$ cat config.mk
export PLATFORM = sky130hd
export DESIGN_NAME = hwce_sop_ctrl
export DESIGN_NICKNAME = d
export VERILOG_FILES = /design/src/rtl/hwce_types.sv /design/src/rtl/hwce_tap_counter.sv /design/src/rtl/hwce_sop_ctrl.sv
export SDC_FILE = /design/constraint.sdc
export NUM_CORES = 1
export LEC_CHECK = 0
export ABC_CLOCK_PERIOD_IN_PS = 3200
export BUFFER_PORTS_ARGS = -buffer_cell sky130_fd_sc_hd__buf_4
export CAP_MARGIN = 5
export CORE_MARGIN = 3
export CORE_UTILIZATION = 25
export DETAILED_ROUTE_END_ITERATION = 16
export SYNTH_ARGS = -nofsm -noshare
export SYNTH_HDL_FRONTEND = slang
export SYNTH_HIERARCHICAL = 1
export SYNTH_SLANG_ARGS = --single-unit
$ cat constraint.sdc
create_clock -name clk -period 3.2 [get_ports clk]
set_input_delay 0.32 -clock clk [delete_from_list [all_inputs] [get_ports clk]]
set_output_delay 0.32 -clock clk [all_outputs]
set_load 0.01 [all_outputs]
$ cat src/rtl/hwce_types.sv
// Shared types and defaults for the HWCE sum-of-products controller.
package hwce_types;

    // Cycles from tap acceptance to the result on the SOP output (DSP_REGS+1+1)
    localparam int unsigned HWCE_PIPE_STAGES_SOP = 4;
    localparam int unsigned HWCE_FS_WIDTH        = 8;
    localparam int unsigned HWCE_NWIN_WIDTH      = 16;

    typedef enum logic [1:0] {
        ST_IDLE  = 2'd0,
        ST_ACCUM = 2'd1,
        ST_DRAIN = 2'd2,
        ST_DONE  = 2'd3
    } sop_state_e;

endpackage

$ cat src/rtl/hwce_tap_counter.sv
// Nested width/height/window tap counter with first/last flags.
module hwce_tap_counter
    import hwce_types::*;
#(
    parameter int unsigned FS_WIDTH   = HWCE_FS_WIDTH,
    parameter int unsigned NWIN_WIDTH = HWCE_NWIN_WIDTH
) (
    input  logic                  clk,
    input  logic                  rst_n,
    input  logic                  clear_i,
    input  logic                  load_i,
    input  logic [FS_WIDTH-1:0]   fs_w_i,
    input  logic [FS_WIDTH-1:0]   fs_h_i,
    input  logic [NWIN_WIDTH-1:0] nb_win_i,
    input  logic                  adv_i,
    output logic                  first_o,
    output logic                  last_o,
    output logic                  job_last_o
);

    localparam logic [FS_WIDTH-1:0]   FS_ONE   = FS_WIDTH'(1);
    localparam logic [NWIN_WIDTH-1:0] NWIN_ONE = NWIN_WIDTH'(1);

    logic [FS_WIDTH-1:0]   fs_w_q, fs_h_q;
    logic [NWIN_WIDTH-1:0] nb_win_q;
    logic [FS_WIDTH-1:0]   cnt_w_q, cnt_w_d, cnt_h_q, cnt_h_d;
    logic [NWIN_WIDTH-1:0] cnt_win_q, cnt_win_d;
    logic                  w_end, h_end, win_end;

    // End-of-row/column/job detection against latched config minus one
    assign w_end      = (cnt_w_q == (fs_w_q - FS_ONE));
    assign h_end      = (cnt_h_q == (fs_h_q - FS_ONE));
    assign win_end    = (cnt_win_q == (nb_win_q - NWIN_ONE));
    assign first_o    = (cnt_w_q == '0) && (cnt_h_q == '0);
    assign last_o     = w_end && h_end;
    assign job_last_o = last_o && win_end;

    // Next counter values for an accepted tap
    always_comb begin
        cnt_w_d   = cnt_w_q + FS_ONE;
        cnt_h_d   = cnt_h_q;
        cnt_win_d = cnt_win_q;
        if (w_end) begin
            cnt_w_d = '0;
            cnt_h_d = h_end ? '0 : (cnt_h_q + FS_ONE);
        end
        if (last_o) begin
            cnt_win_d = win_end ? '0 : (cnt_win_q + NWIN_ONE);
        end
    end

    // Config latch on job load, counters advance only on accepted taps
    always_ff @(posedge clk or negedge rst_n) begin
        if (!rst_n) begin
            fs_w_q    <= '0;
            fs_h_q    <= '0;
            nb_win_q  <= '0;
            cnt_w_q   <= '0;
            cnt_h_q   <= '0;
            cnt_win_q <= '0;
        end else if (clear_i) begin
            fs_w_q    <= '0;
            fs_h_q    <= '0;
            nb_win_q  <= '0;
            cnt_w_q   <= '0;
            cnt_h_q   <= '0;
            cnt_win_q <= '0;
        end else if (load_i) begin
            fs_w_q    <= fs_w_i;
            fs_h_q    <= fs_h_i;
            nb_win_q  <= nb_win_i;
            cnt_w_q   <= '0;
            cnt_h_q   <= '0;
            cnt_win_q <= '0;
        end else if (adv_i) begin
            cnt_w_q   <= cnt_w_d;
            cnt_h_q   <= cnt_h_d;
            cnt_win_q <= cnt_win_d;
        end
    end

endmodule

$ cat src/rtl/hwce_sop_ctrl.sv
// HWCE sum-of-products sequencer: tap handshake, SOP controls, result tracking.
module hwce_sop_ctrl
    import hwce_types::*;
#(
    parameter int unsigned PIPE_STAGES_SOP = HWCE_PIPE_STAGES_SOP,
    parameter int unsigned FS_WIDTH        = HWCE_FS_WIDTH,
    parameter int unsigned NWIN_WIDTH      = HWCE_NWIN_WIDTH
) (
    input  logic                  clk,
    input  logic                  rst_n,
    input  logic                  clear,
    input  logic                  start,
    input  logic [FS_WIDTH-1:0]   fs_w,
    input  logic [FS_WIDTH-1:0]   fs_h,
    input  logic [NWIN_WIDTH-1:0] nb_win,
    input  logic                  x_valid_i,
    output logic                  x_ready_o,
    input  logic                  y_ready_i,
    output logic                  sop_valid_x_o,
    output logic                  sop_zero_o,
    output logic                  sop_enable_o,
    output logic                  y_valid_o,
    output logic                  busy_o,
    output logic                  done_o
);

    sop_state_e                 state_q;
    logic [PIPE_STAGES_SOP-1:0] pipe_q, pipe_d;
    logic                       load, cfg_zero, accept;
    logic                       tap_first, tap_last, tap_job_last;

    assign load     = (state_q == ST_IDLE) && start;
    assign cfg_zero = (fs_w == '0) || (fs_h == '0) || (nb_win == '0);

    // Handshake and SOP control decode
    assign x_ready_o     = (state_q == ST_ACCUM) && y_ready_i;
    assign accept        = x_valid_i && x_ready_o;
    assign sop_valid_x_o = accept;
    assign sop_zero_o    = accept && tap_first;
    assign busy_o        = (state_q != ST_IDLE);
    assign sop_enable_o  = busy_o && y_ready_i;
    assign done_o        = (state_q == ST_DONE);
    assign y_valid_o     = pipe_q[PIPE_STAGES_SOP-1];

    hwce_tap_counter #(
        .FS_WIDTH   (FS_WIDTH),
        .NWIN_WIDTH (NWIN_WIDTH)
    ) u_tap_counter (
        .clk        (clk),
        .rst_n      (rst_n),
        .clear_i    (clear),
        .load_i     (load),
        .fs_w_i     (fs_w),
        .fs_h_i     (fs_h),
        .nb_win_i   (nb_win),
        .adv_i      (accept),
        .first_o    (tap_first),
        .last_o     (tap_last),
        .job_last_o (tap_job_last)
    );

    // Last-tap marker shifts with the MACC pipeline, frozen while downstream stalls
    always_comb begin
        pipe_d = pipe_q;
        if (y_ready_i) begin
            pipe_d = PIPE_STAGES_SOP'({pipe_q, accept && tap_last});
        end
    end

    // Marker pipeline register
    always_ff @(posedge clk or negedge rst_n) begin
        if (!rst_n) begin
            pipe_q <= '0;
        end else if (clear) begin
            pipe_q <= '0;
        end else begin
            pipe_q <= pipe_d;
        end
    end

    // Job FSM; DRAIN exits once the pipeline will be empty after this cycle
    always_ff @(posedge clk or negedge rst_n) begin
        if (!rst_n) begin
            state_q <= ST_IDLE;
        end else if (clear) begin
            state_q <= ST_IDLE;
        end else begin
            case (state_q)
                ST_IDLE: begin
                    if (start) begin
                        state_q <= cfg_zero ? ST_DONE : ST_ACCUM;
                    end
                end
                ST_ACCUM: begin
                    if (accept && tap_job_last) begin
                        state_q <= ST_DRAIN;
                    end
                end
                ST_DRAIN: begin
                    if (pipe_d == '0) begin
                        state_q <= ST_DONE;
                    end
                end
                ST_DONE:  state_q <= ST_IDLE;
                default:  state_q <= ST_IDLE;
            endcase
        end
    end

endmodule

==> metrics.txt <==
status finished, violations left; failing checks setup timing; Worst R2R Path Depth 11; crit path capture type register; synth unique cells 65; via/cell ratio 4.95; synthesized area 4720 um2; Reg power frac 30.5%; Inserted Clock Buffers 9; initial core utilization 25.9%; final setup fails 1; Clock Sinks 70; Synth area leader dfrtp_1; CP most frequent cell or4_4; crit start category register; largest net degree at the start of global routing 71; Max Clock Freq 311 MHz; DRT Wirelength 12400 um; fin cells 815; Combinational Power Share 42.9%; ANT nets after route 0; register area share after synthesis 37.1%; Slowest cell on crit path or4_4; Main synth FF type dfrtp_1; # DRC 0; Post-Syn Area per Cell 9.26 um2; gpl congestion 0.878; drt first pass iters 5; CTS max path bufs 2; initial antenna violation count 0; max_slew headroom 18.9%; final hold violation count 0; clk_lat worst skew 340 ps; Mapped Nets 560; num rows 49; P_sw 0.00131 W; first-pass GRT wire length 20200 um; GRT Resource Usage Total 12.3%; Period Utilization, post-route 101%; Post-layout nets 631; vias in the first global route 3962; Worst Hold Class in2async; multi-input combinational cell area 2860 um2; FF-to-FF Start u_tap_counter/nb_win_q[9]; Yosys reg bits 70; Pins Over Slew Limit 0; n_diodes 0; Ys Warns 6; placed cells 789; Die Ht 143 um; Slowest Stage Delay on Critical Path 540 ps; Post-synth EDFFs 0; Layout fillers 1898; area delta synth->final 25.5%; FF-to-FF setup slack -20 ps; IO Port Bufs 44; crit path cell chain or4_4 -> or4_4 -> mux2_4 -> o21ai_2 -> nand2_1 -> nor4_1 -> and4_1 -> nand3_4 -> a221oi_4 -> a211o_1 -> o41ai_2; fin area 5930 um2; drt wl/cell 15.2 um; Max VDD drop 283 uV; share of layout cells above drive strength 1 22.5%; RSZ-0062 raised after global routing true; Register Area 1750 um2; die span in x 143 um; Pint 0.00234 W; worst setup margin -18.1 ps; I/O pin cnt 45; ys async rst share 100%; initial DRC count 249; required time worst endpoint 3400 ps; critical path class reg2reg; Synth area leaders dfrtp_1, mux2i_1, nor2_1, xnor2_1, ha_1; die area 20600 um2; share of the synthesized area in the top cell type 37.1%; reg-to-reg endpoint state_q[1]; Cell Pwr Density 615 nW/um2; CP max FO 4; Area after DPL 5470 um2; Mapped Cells 510; routed vias 4035; # hold bufs at CTS 0; clock power share 26.6%; Core Area 18300 um2; post-route clock skew 6.33 ps; Static Leak 2.72 nW; slew at the pin closest to its max-slew limit 1210 ps; CTS tree done; htree depth 3; Detail Placement HPWL 8850 um; Final Critical Period 3220 ps; CP arrival 3420 ps; clk root buf clkbuf_16; total gr overflow 0; Sw Ratio 35.8%; clk slew on worst S/H paths 60 ps; MaxCap Viol Count 0
per-layer routing:
layer	vias up	GRT usage [%]	routed length, um
met5	-	0	0
met4	0	3.22	187
met3	14	2.73	725
met2	86	19.2	5610
met1	1955	17.1	5870
li1	1980	-	-
worst max path at each step:
stage | cells after the start | to | startpoint | slack, ps
6_report | 11 | state_q[1] | u_tap_counter/nb_win_q[9] | -20
5_1_grt | 11 | state_q[1] | u_tap_counter/nb_win_q[9] | -190
4_1_cts | 11 | state_q[1] | u_tap_counter/nb_win_q[5] | -50
3_5_place_dp | 9 | u_tap_counter/cnt_win_q[10] | u_tap_counter/nb_win_q[3] | -130
3_3_place_gp | 9 | u_tap_counter/cnt_win_q[5] | u_tap_counter/nb_win_q[3] | -100
2_1_floorplan | 11 | state_q[1] | u_tap_counter/nb_win_q[3] | 40
cell usage in the layout, fill, tap and decap left out, types with 3 or more instances in the layout:
cell type	instances
a21oi_1	12
a22o_1	15
a31o_2	3
and2_1	6
and3_1	19
buf_4	77
clkbuf_16	10
clkbuf_8	3
dfrtp_1	70
ha_1	12
inv_1	26
mux2i_1	37
nand2_1	21
nand2b_1	7
nand3_1	15
nand4_1	3
nor2_1	58
nor2b_1	17
nor3_1	12
nor3b_1	3
nor4_1	13
o211ai_1	6
o21ai_0	25
o21ai_1	3
or3_1	4
or4_1	5
or4_4	4
xnor2_1	25
xor2_1	13
Yosys cell counts (13+ instances only):
cell / n
o21ai_0: 29
nor2b_1: 17
nand2_1: 21
and3_1: 19
mux2i_1: 38
nor4_1: 13
inv_1: 26
dfrtp_1: 70
xor2_1: 13
a22o_1: 15
nor2_1: 60
nand3_1: 15
clkbuf_1: 15
xnor2_1: 25
area by class of cell:
type	count	share of cell area (%)
clock buffer	13	4.56
clock inverter	3	0.295
inverter	26	1.65
multi-input combinational	393	48.2
sequential	70	29.5
tap	229	4.83
timing repair buffer	81	10.9
critical path: cells and delay by family, from the launching register on:
family / cells / cell delay, ps
compound gates: 4 / 620
flops: 1 / 410
mux: 1 / 310
simple gates: 6 / 1740
cells by family (layout without fill, tap and decap cells):
kind of cell / count (synthesis) / count (layout) / synth area share (%)
muxes: 41 / 41 / 8.85
adders and majority gates: 12 / 12 / 3.18
DFF: 70 / 70 / 37.1
buffers and inverters: 48 / 123 / 4.05
and+or+nand+nor: 211 / 211 / 24.4
xor gates and xnor gates: 40 / 40 / 8.00
AOI/OAI and AO/OA: 88 / 89 / 14.4
power groups by stage:
stage	logic (W)	clock network, W	registers (W)
after global routing	0.00173	0.00103	0.00113
after detailed placement	0.00141	0	0.00113
after CTS	0.00151	0.000995	0.00111
after global placement	0.00140	0	0.00112
after floorplan	0.00101	0	0.00110
final	0.00156	0.000968	0.00111
through the flow:
stage / hold WS (ps) / worst slack, ps / total power, W / TNS [ps] / util, %
6_report: 124 / -18.1 / 0.00364 / -18.1 / 32.5
5_1_grt: 213 / -189 / 0.00389 / -890 / 32.5
2_1_floorplan: 24.4 / 43.3 / 0.00211 / 0 / -
3_5_place_dp: 520 / -126 / 0.00254 / -1570 / 29.9
4_1_cts: 162 / -50.0 / 0.00362 / -64.0 / 32.0
3_3_place_gp: 516 / -96.0 / 0.00252 / -1200 / 29.9
state kept, by name, summed over array words and instances, names as in the netlist:
name,flops
u_tap_counter/cnt_h_q,8
u_tap_counter/cnt_win_q,16
u_tap_counter/nb_win_q,16
u_tap_counter/fs_h_q,8
pipe_q,4
u_tap_counter/fs_w_q,8
u_tap_counter/cnt_w_q,8
state_q,2
timing repair:
item	4_1_cts	5_1_grt
gates cloned	1	1
pin swaps	16	10
resized for setup	12	9
endpoints found under the setup margin	16	16
buffers inserted	4	5
Note: power is estimated with default switching activity, not from simulation.
